## src/rtl/hax_call_scheduler.sv

```systemverilog
`default_nettype none
// hax_call_scheduler: latches floor calls and feeds hax_elevator one SCAN-ordered press at a time.
// door_state_i: 1 = OPEN, 0 = CLOSE. Direction encoding: 1 = UP, 0 = DOWN.
module hax_call_scheduler #(
   parameter int NUM_FLOORS   = 8,
   parameter int DWELL_CYCLES = 4,
   parameter int FLOOR_W      = 4
) (
   input  logic                  clk,
   input  logic                  rst_n,
   input  logic                  call_valid_i,
   input  logic [FLOOR_W-1:0]    call_floor_i,
   input  logic [FLOOR_W-1:0]    current_floor_i,
   input  logic                  door_state_i,
   input  logic                  elevator_direction_i,
   output logic [FLOOR_W-1:0]    target_o,
   output logic                  pressed_o,
   output logic [NUM_FLOORS-1:0] pending_o,
   output logic                  busy_o
);

   localparam logic DOOR_OPEN = 1'b1;
   localparam logic DIR_UP    = 1'b1;
   localparam logic DIR_DOWN  = 1'b0;
   localparam int   CNT_W     = (DWELL_CYCLES > 1) ? $clog2(DWELL_CYCLES) : 1;
   localparam logic [CNT_W-1:0] CNT_RELOAD = CNT_W'(DWELL_CYCLES - 1);

   typedef enum logic [2:0] {
      S_IDLE       = 3'd0,
      S_DWELL      = 3'd1,
      S_ISSUE      = 3'd2,
      S_WAIT_CLOSE = 3'd3,
      S_TRAVEL     = 3'd4
   } state_t;

   state_t                state_q, state_d;
   logic [NUM_FLOORS-1:0] pending_q, pending_d;
   logic [FLOOR_W-1:0]    target_q, target_d;
   logic                  scan_dir_q, scan_dir_d;
   logic [CNT_W-1:0]      cnt_q, cnt_d;

   logic                  call_blocked;
   logic                  arrive;
   logic [NUM_FLOORS-1:0] call_bit, here_bit, sel_src, above, below;
   logic [FLOOR_W-1:0]    above_lo, below_hi, sel_floor;
   logic                  sel_dir, sel_valid;

   // The car only monitors its own direction; the scheduler keeps its own sweep state.
   logic unused_direction;
   assign unused_direction = elevator_direction_i;

   assign call_blocked = (call_floor_i == current_floor_i) &&
                         ((state_q == S_IDLE) || (state_q == S_DWELL));
   assign arrive       = (state_q == S_TRAVEL) && (door_state_i == DOOR_OPEN);

   always_comb begin
      call_bit = '0;
      here_bit = '0;
      for (int i = 0; i < NUM_FLOORS; i++) begin
         if (call_valid_i && !call_blocked && (call_floor_i == FLOOR_W'(i)))
            call_bit[i] = 1'b1;
         if (current_floor_i == FLOOR_W'(i))
            here_bit[i] = 1'b1;
      end
   end

   // Arrival clear wins over a same-cycle call for the floor being served.
   assign pending_d = (pending_q | call_bit) & ~(arrive ? here_bit : '0);

   // A call landing this cycle already takes part in the DWELL selection.
   assign sel_src = pending_q | call_bit;

   always_comb begin
      above    = '0;
      below    = '0;
      above_lo = '0;
      below_hi = '0;
      for (int i = 0; i < NUM_FLOORS; i++) begin
         if (FLOOR_W'(i) > current_floor_i) above[i] = sel_src[i];
         if (FLOOR_W'(i) < current_floor_i) below[i] = sel_src[i];
      end
      for (int i = NUM_FLOORS - 1; i >= 0; i--) begin
         if (above[i]) above_lo = FLOOR_W'(i);
      end
      for (int i = 0; i < NUM_FLOORS; i++) begin
         if (below[i]) below_hi = FLOOR_W'(i);
      end
   end

   always_comb begin
      sel_floor = current_floor_i;
      sel_dir   = scan_dir_q;
      sel_valid = (above != '0) || (below != '0);
      if (scan_dir_q == DIR_UP) begin
         if (above != '0) begin
            sel_floor = above_lo;
            sel_dir   = DIR_UP;
         end else if (below != '0) begin
            sel_floor = below_hi;
            sel_dir   = DIR_DOWN;
         end
      end else begin
         if (below != '0) begin
            sel_floor = below_hi;
            sel_dir   = DIR_DOWN;
         end else if (above != '0) begin
            sel_floor = above_lo;
            sel_dir   = DIR_UP;
         end
      end
   end

   always_comb begin
      state_d    = state_q;
      cnt_d      = cnt_q;
      target_d   = target_q;
      scan_dir_d = scan_dir_q;
      unique case (state_q)
         S_IDLE: begin
            if (pending_q != '0) begin
               state_d = S_DWELL;
               cnt_d   = CNT_RELOAD;
            end
         end
         S_DWELL: begin
            if (cnt_q == '0) begin
               // Nothing left to serve away from this floor: fall back to IDLE.
               if (sel_valid) begin
                  state_d    = S_ISSUE;
                  target_d   = sel_floor;
                  scan_dir_d = sel_dir;
               end else begin
                  state_d = S_IDLE;
               end
            end else begin
               cnt_d = cnt_q - CNT_W'(1);
            end
         end
         S_ISSUE: begin
            state_d = S_WAIT_CLOSE;
         end
         S_WAIT_CLOSE: begin
            if (door_state_i != DOOR_OPEN) state_d = S_TRAVEL;
         end
         S_TRAVEL: begin
            if (arrive) begin
               if (pending_d != '0) begin
                  state_d = S_DWELL;
                  cnt_d   = CNT_RELOAD;
               end else begin
                  state_d = S_IDLE;
               end
            end
         end
         default: begin
            state_d = S_IDLE;
         end
      endcase
   end

   always_ff @(posedge clk or negedge rst_n) begin
      if (!rst_n) begin
         state_q    <= S_IDLE;
         pending_q  <= '0;
         target_q   <= '0;
         scan_dir_q <= DIR_UP;
         cnt_q      <= '0;
      end else begin
         state_q    <= state_d;
         pending_q  <= pending_d;
         target_q   <= target_d;
         scan_dir_q <= scan_dir_d;
         cnt_q      <= cnt_d;
      end
   end

   assign target_o  = target_q;
   assign pressed_o = (state_q == S_ISSUE);
   assign pending_o = pending_q;
   assign busy_o    = (state_q != S_IDLE);

endmodule
`default_nettype wire

```

## config.mk

```make
export PLATFORM = sky130hd
export DESIGN_NAME = hax_call_scheduler
export DESIGN_NICKNAME = d
export VERILOG_FILES = /design/src/rtl/hax_call_scheduler.sv
export SDC_FILE = /design/constraint.sdc
export NUM_CORES = 1
export LEC_CHECK = 0
export ABC_AREA = 1
export CAP_MARGIN = 20
export CORE_ASPECT_RATIO = 0.5
export CORE_MARGIN = 10
export CORE_UTILIZATION = 59
export CTS_BUF_LIST = sky130_fd_sc_hd__clkbuf_2
export CTS_CLUSTER_SIZE = 40
export DETAILED_ROUTE_END_ITERATION = 7
export PLACE_DENSITY_LB_ADDON = 0.2
export SKIP_CTS_REPAIR_TIMING = 1
export SLEW_MARGIN = 20
export SYNTH_ARGS = -nofsm -noshare
export SYNTH_HDL_FRONTEND = slang
export SYNTH_SLANG_ARGS = --single-unit
```

## constraint.sdc

```tcl
create_clock -name clk -period 3.73 [get_ports clk]
set_input_delay 1.119 -clock clk [delete_from_list [all_inputs] [get_ports clk]]
set_output_delay 1.119 -clock clk [all_outputs]
set_load 0.005 [all_outputs]
```

==> results of run 1 <==
==> area by class of cell <==
cell class                 count  area [sq um]
clock buffer                   4          20.0
fill                         225           689
inverter                      50           188
multi-input combinational    181           908
sequential                    18           452
tap                           37          46.3
timing repair buffer          25           250
==> cell usage after synthesis <==
master,number
o21ai_1,3
ha_1,1
nor2_2,6
xnor2_1,1
nand4_1,5
o21ai_0,7
dfrtp_1,17
nand3_4,1
o21a_1,1
inv_2,6
inv_1,44
buf_2,2
nand3_1,8
or2_2,1
nand2_1,70
nor2_4,3
nor2_1,29
nand2_2,22
a22oi_1,1
dfstp_2,1
nor3_1,12
nand3_2,7
o22ai_1,1
a21oi_1,2
==> worst max-delay path by stage <==
stage	start	slack (ns)	endpoint
global route	current_floor_i[0]	0.49	target_o[2]
detailed placement	current_floor_i[0]	0.38	state_q[1]
global placement	current_floor_i[0]	0.45	target_o[2]
CTS	current_floor_i[0]	0.71	state_q[1]
floorplan	current_floor_i[1]	1.16	state_q[1]
finish	current_floor_i[0]	0.69	target_o[2]
==> kinds of logic (layout without fill, tap and decap cells) <==
logic type | Yosys count | after routing | synth area share (%)
and+or+nand+nor | 164 | 164 | 51.7
buffers and inverters | 52 | 79 | 12.7
DFF | 18 | 18 | 29.0
AOI/OAI and AO/OA | 15 | 15 | 5.22
adders and majority gates | 1 | 1 | 0.803
xor gates and xnor gates | 1 | 1 | 0.562
==> worst max-delay path: stages <==
cell             delay [ns]
clkdlybuf4s50_1        0.62
inv_2                  0.09
nand2_1                0.07
nand2_1                0.07
nor2_2                 0.14
nand3_4                0.16
nand3_2                0.12
nand2_2                0.09
nand2_2                0.09
inv_2                  0.04
nor2_1                 0.12
nand2_2                0.11
nor2_2                 0.17
nor2_1                 0.10
nor2_1                 0.10
nor2_1                 0.05
==> metrics by stage <==
| stage | hold slack, ns | area, sq um | worst slack (ns) |
|---|---|---|---|
| final | 0.498 | 1860 | 0.691 |
| after global routing | 0.531 | 1860 | 0.487 |
| after CTS | 0.504 | 1860 | 0.711 |
| after detailed placement | 0.467 | 1840 | 0.380 |
| after global placement | 0.454 | 1840 | 0.447 |
| after floorplan | 0.442 | 1560 | 1.16 |
==> registers in the layout, indices dropped and copies added (netlist names) <==
signal,cells
cnt_q,2
pending_o,8
scan_dir_q,1
state_q,3
target_o,4
==> layer usage <==
layer | GRT usage [%] | vias to the layer above | wire (um)
li1 | - | 824 | -
met1 | 17.6 | 683 | 1760
met2 | 26.6 | 33 | 1680
met3 | 4.37 | 6 | 241
met4 | 2.62 | 0 | 38
met5 | 0 | - | 0
==> report_power, final <==
group | total, mW | leakage, nW | internal (mW) | switching [mW]
logic | 0.500 | 0.737 | 0.212 | 0.288
clock network | 0.0901 | 0.0166 | 0.0284 | 0.0617
registers | 0.301 | 0.189 | 0.260 | 0.0407
==> metrics.txt, run 1 <==
status complete, no violations; post-DR wirelength/cell 11.8 um; Final HPWL DP 3.18 mm; sequential share of the synthesized area 29.0%; die width 92.7 um; most common library cell in the layout ignoring fill and taps nand2_1; clock latency at the later pin of the worst-skew pair 0.31 ns; commonest cells after routing, fill and taps aside nand2_1 (70), inv_1 (44), nor2_1 (29); final setup vio count 0; RR Startpoint state_q[2]; die area 0.00522 sq mm; Util after Layout 73.0%; DRC viols 0; CP Class in2reg; pwr dens 478 mW/mm^2; warning count from the yosys run 0; actual slew at the worst max-slew pin 0.800 ns; Vias/cell 4.91; unrepaired setup endpoints after global routing no; Final TNS setup 0 ns; Syn Inst Count 251; worst rel slew slack 46.5%; Total GRT Usage 15.0%; IO Count 27; GP Congestion 0.858; Ant. Diodes 0; Core Rows 13; Final ANT Viol Nets 0; clk_skew 0.0153 ns; total grt overflow 0; CP arrival 3.25 ns; final std cells w/o fill 315; IO buf count 25; Die Span Y 56.3 um; placed cells 311; TritonCTS Sinks 18; LEAKAGE 0.942 nW; #FFs+latches synth 18; CTS Buf Count 3; synthesis-to-layout area growth 19.7%; reg2reg setup slack 1.49 ns; type of the most critical hold path reg2reg; initial antenna violation count 0; Max VDD drop 402 uV; total chip power 0.891 mW; clk slew on worst S/H paths 0.16 ns; starting density of the core 61.0%; worst path required time 3.95 ns; Critical R2R Capture target_o[2]; Max Clk Rate 0.329 GHz; clock buffer depth 2; critical-path maximum fanout 8; Setup crit end kind register; R2R depth 14; Syn Nets 265; Synth Cell Area 0.00156 sq mm; First DRT Iteration DRCs 135; WHS Path Cells 2; via count 1546; Slew Viols, Final 0; CTS tree done; root buffer cell clkbuf_2; largest net degree at the start of global routing 19; Final Hold Fails 0; drt total wl 3.72 mm; total core area 0.00255 sq mm; Net count, final 293; Synth top area share 27.3%; Final min period 3.04 ns; First-pass DRT Iterations 4; post-synth top area cell dfrtp_1; layout cells sized above 1 18.3%; Syn Area/Cell 6.21 sq um; total of max-cap violations 0; startpoint class of the critical path input pin; Final period util 81.5%; vias in the first global route 1493; hold_sp cnt_q[1]; Synth area leaders dfrtp_1 (27%), nand2_1 (17%), inv_1 (11%); first-pass GRT wire length 6.52 mm; synth unique cells 24; H-tree Lvls 1; Worst Hold End cnt_q[1]
(Power assumes the default switching activity.)
==> run 2, diff against run 1 <==
--- a/config.mk
+++ b/config.mk
@@ -9,7 +9,7 @@
 export CAP_MARGIN = 20
 export CORE_ASPECT_RATIO = 0.5
 export CORE_MARGIN = 10
-export CORE_UTILIZATION = 59
+export CORE_UTILIZATION = 55
 export CTS_BUF_LIST = sky130_fd_sc_hd__clkbuf_2
 export CTS_CLUSTER_SIZE = 40
 export DETAILED_ROUTE_END_ITERATION = 7
==> constraint.sdc (replaced) <==
create_clock -name clk -period 2.8 [get_ports clk]
set_input_delay 0.84 -clock clk [delete_from_list [all_inputs] [get_ports clk]]
set_output_delay 0.84 -clock clk [all_outputs]
set_load 0.005 [all_outputs]
==> metrics.txt, run 2 (same netlist as run 1, synthesis figures left out) <==
first-pass GRT wire length 6.70 mm (was 6.52 mm); H-tree Lvls 1 (unchanged); First-pass DRT Iterations 4 (unchanged); met3 WL 214 um (was 241 um); placed cells 334 (was 311); R2R depth 14 (unchanged); final setup vio count 0 (unchanged); drt total wl 3.93 mm (was 3.72 mm); Critical R2R Capture state_q[1] (was target_o[2]); worst path required time 3.03 ns (was 3.95 ns); CTS tree done (unchanged); total chip power 1.23 mW (was 0.891 mW); largest net degree at the start of global routing 19 (unchanged); IO buf count 25 (unchanged); Clk pwr share 9.1% (was 10.1%); IO Count 27 (unchanged); Max stage delay on crit path 0.45 ns (was 0.62 ns); CTS Buf Count 3 (unchanged); Sw Share 43.6% (was 43.9%); Max Used Layer met4 (unchanged); Worst Hold End target_o[0] (was cnt_q[1]); First DRT Iteration DRCs 70 (was 135); status complete, no violations (unchanged); critical-path maximum fanout 5 (was 8); CP cell instances clkdlybuf4s50_1 -> or2_2 -> nor3_1 -> nand3_2 -> nand2_2 -> nand2_2 -> nand2_2 -> nor2_1 -> nand2_2 -> inv_1 -> nand2_1 -> nand2_1 -> nor2_1 -> nor2_1 (was clkdlybuf4s50_1 -> inv_2 -> nand2_1 -> nand2_1 -> nor2_2 -> nand3_4 -> nand3_2 -> nand2_2 -> nand2_2 -> inv_2 -> nor2_1 -> nand2_2 -> nor2_2 -> nor2_1 -> nor2_1 -> nor2_1); sw power 0.536 mW (was 0.391 mW); total grt overflow 0 (unchanged); vias in the first global route 1544 (was 1493); die width 95.3 um (was 92.7 um); CP Class in2reg (unchanged); LEAKAGE 1.05 nW (was 0.942 nW); Total GRT Usage 14.8% (was 15.0%); type of the most critical hold path reg2reg (unchanged); die area 0.00549 sq mm (was 0.00522 sq mm); Setup crit end kind register (unchanged); actual slew at the worst max-slew pin 0.811 ns (was 0.800 ns); initial antenna violation count 0 (unchanged); Sequential Power Share 32.9% (was 33.8%); Routed met2 length 1.83 mm (was 1.68 mm); total core area 0.00265 sq mm (was 0.00255 sq mm); slowest CP cell clkdlybuf4s50_1 (unchanged); TritonCTS Sinks 18 (unchanged); Core Rows 13 (unchanged); finished layout cell area 0.00204 sq mm (was 0.00186 sq mm); Slew Viols, Final 0 (unchanged); Max VDD drop 461 uV (was 402 uV); Vias/cell 4.74 (was 4.91); Final min period 2.58 ns; pwr dens 602 mW/mm^2 (was 478 mW/mm^2); Final Hold Fails 0 (unchanged); post-DR wirelength/cell 11.6 um (was 11.8 um); GP Congestion 0.863 (was 0.858); Placed Area 0.00202 sq mm (was 0.00184 sq mm); internal power 0.692 mW (was 0.500 mW); CP delay by family, top simple AND/OR/NAND/NOR gates (unchanged); hold_sp target_o[0] (was cnt_q[1]); via count 1603 (was 1546); DRT met1 WL 1.88 mm (was 1.76 mm); Final HPWL DP 3.34 mm (was 3.18 mm); layout cells sized above 1 24.6% (was 18.3%); clk slew on worst S/H paths 0.17 ns (was 0.16 ns); CP most frequent cell nand2_2 (was nor2_1); worst rel slew slack 45.8% (was 46.5%); reg2reg setup slack 0.63 ns (was 1.49 ns); root buffer cell clkbuf_2 (unchanged); synthesis-to-layout area growth 30.8% (was 19.7%); final std cells w/o fill 338 (was 315); startpoint class of the critical path input pin (unchanged); RR Startpoint state_q[2] (unchanged); CP arrival 2.81 ns (was 3.25 ns); Hold WS 0.523 ns (was 0.498 ns); Ant. Diodes 0 (unchanged); clock latency at the later pin of the worst-skew pair 0.31 ns (about the same); total of max-cap violations 0 (unchanged); Bufs and invs on worst path 2 (was 3); starting density of the core 58.8% (was 61.0%); Comb power frac 58.0% (was 56.1%); WHS Path Cells 2 (unchanged); Largest register FFs 8 (unchanged); Max Clk Rate 0.388 GHz; Die Span Y 57.6 um (was 56.3 um); DRC viols 0 (unchanged); Net count, final 316 (was 293); commonest cells after routing, fill and taps aside nand2_1 (70), inv_1 (44), nor2_1 (28) (was nand2_1 (70), inv_1 (44), nor2_1 (29)); Util after Layout 76.9% (was 73.0%); Final period util 92.2%; Final ANT Viol Nets 0 (unchanged); unrepaired setup endpoints after global routing no (unchanged); clock buffer depth 2 (unchanged); clk_skew 0.0143 ns (was 0.0153 ns); most common library cell in the layout ignoring fill and taps nand2_1 (unchanged)
run 2: cell types whose count changed in the layout (fill, tap and decap cells not counted), sizes merged:
cell / previous run / this run
buf: 0 / 23
clkbuf: 4 / 3
clkinv: 0 / 1
run 2: stage by stage:
step | setup WS, ns | setup TNS [ns]
2_1_floorplan | 0.513 | 0
3_3_place_gp | -0.0613 | -0.216
3_5_place_dp | -0.173 | -0.820
4_1_cts | 0.186 | 0
5_1_grt | 0.0371 | 0
6_report | 0.220 | 0
run 2: layer usage:
layer	up-vias	GRT usage (%)
li1	860	-
met1	711	18.3
met2	30	25.6
met3	2	4.24
met4	0	1.91
met5	-	0
run 2: how the worst max path moves through the flow:
stage	from	endpoint	slack [ns]	cells after the start
floorplan	current_floor_i[1]	state_q[1]	0.51	16
global placement	call_floor_i[2]	target_o[2]	-0.06	13
detailed placement	call_floor_i[2]	target_o[2]	-0.17	13
CTS	call_floor_i[2]	target_o[1]	0.19	13
global route	current_floor_i[0]	cnt_q[0]	0.04	15
finish	call_floor_i[2]	target_o[2]	0.22	14
run 2: power by group through the flow:
stage	clock [mW]	sequential (mW)	combinational, mW
detailed placement	0	0.409	0.712
global route	0.128	0.413	0.814
finish	0.111	0.404	0.712
global placement	0	0.403	0.681
floorplan	0	0.401	0.441
CTS	0.119	0.403	0.717
run 2: tightest hold or removal path, cell delays in order, from the launching register on:
cell     delay, ns
dfrtp_1       0.38
nand2_1       0.05
nand3_1       0.07
run 2: area by class of cell:
cell class                      count  area [sq um]
Multi-Input combinational cell    181           911
Fill cell                         212           613
Sequential cell                    18           452
Timing Repair Buffer               48           423
Inverter                           50           188
Tap cell                           37          46.3
Clock buffer                        3          15.0
Clock inverter                      1          3.75
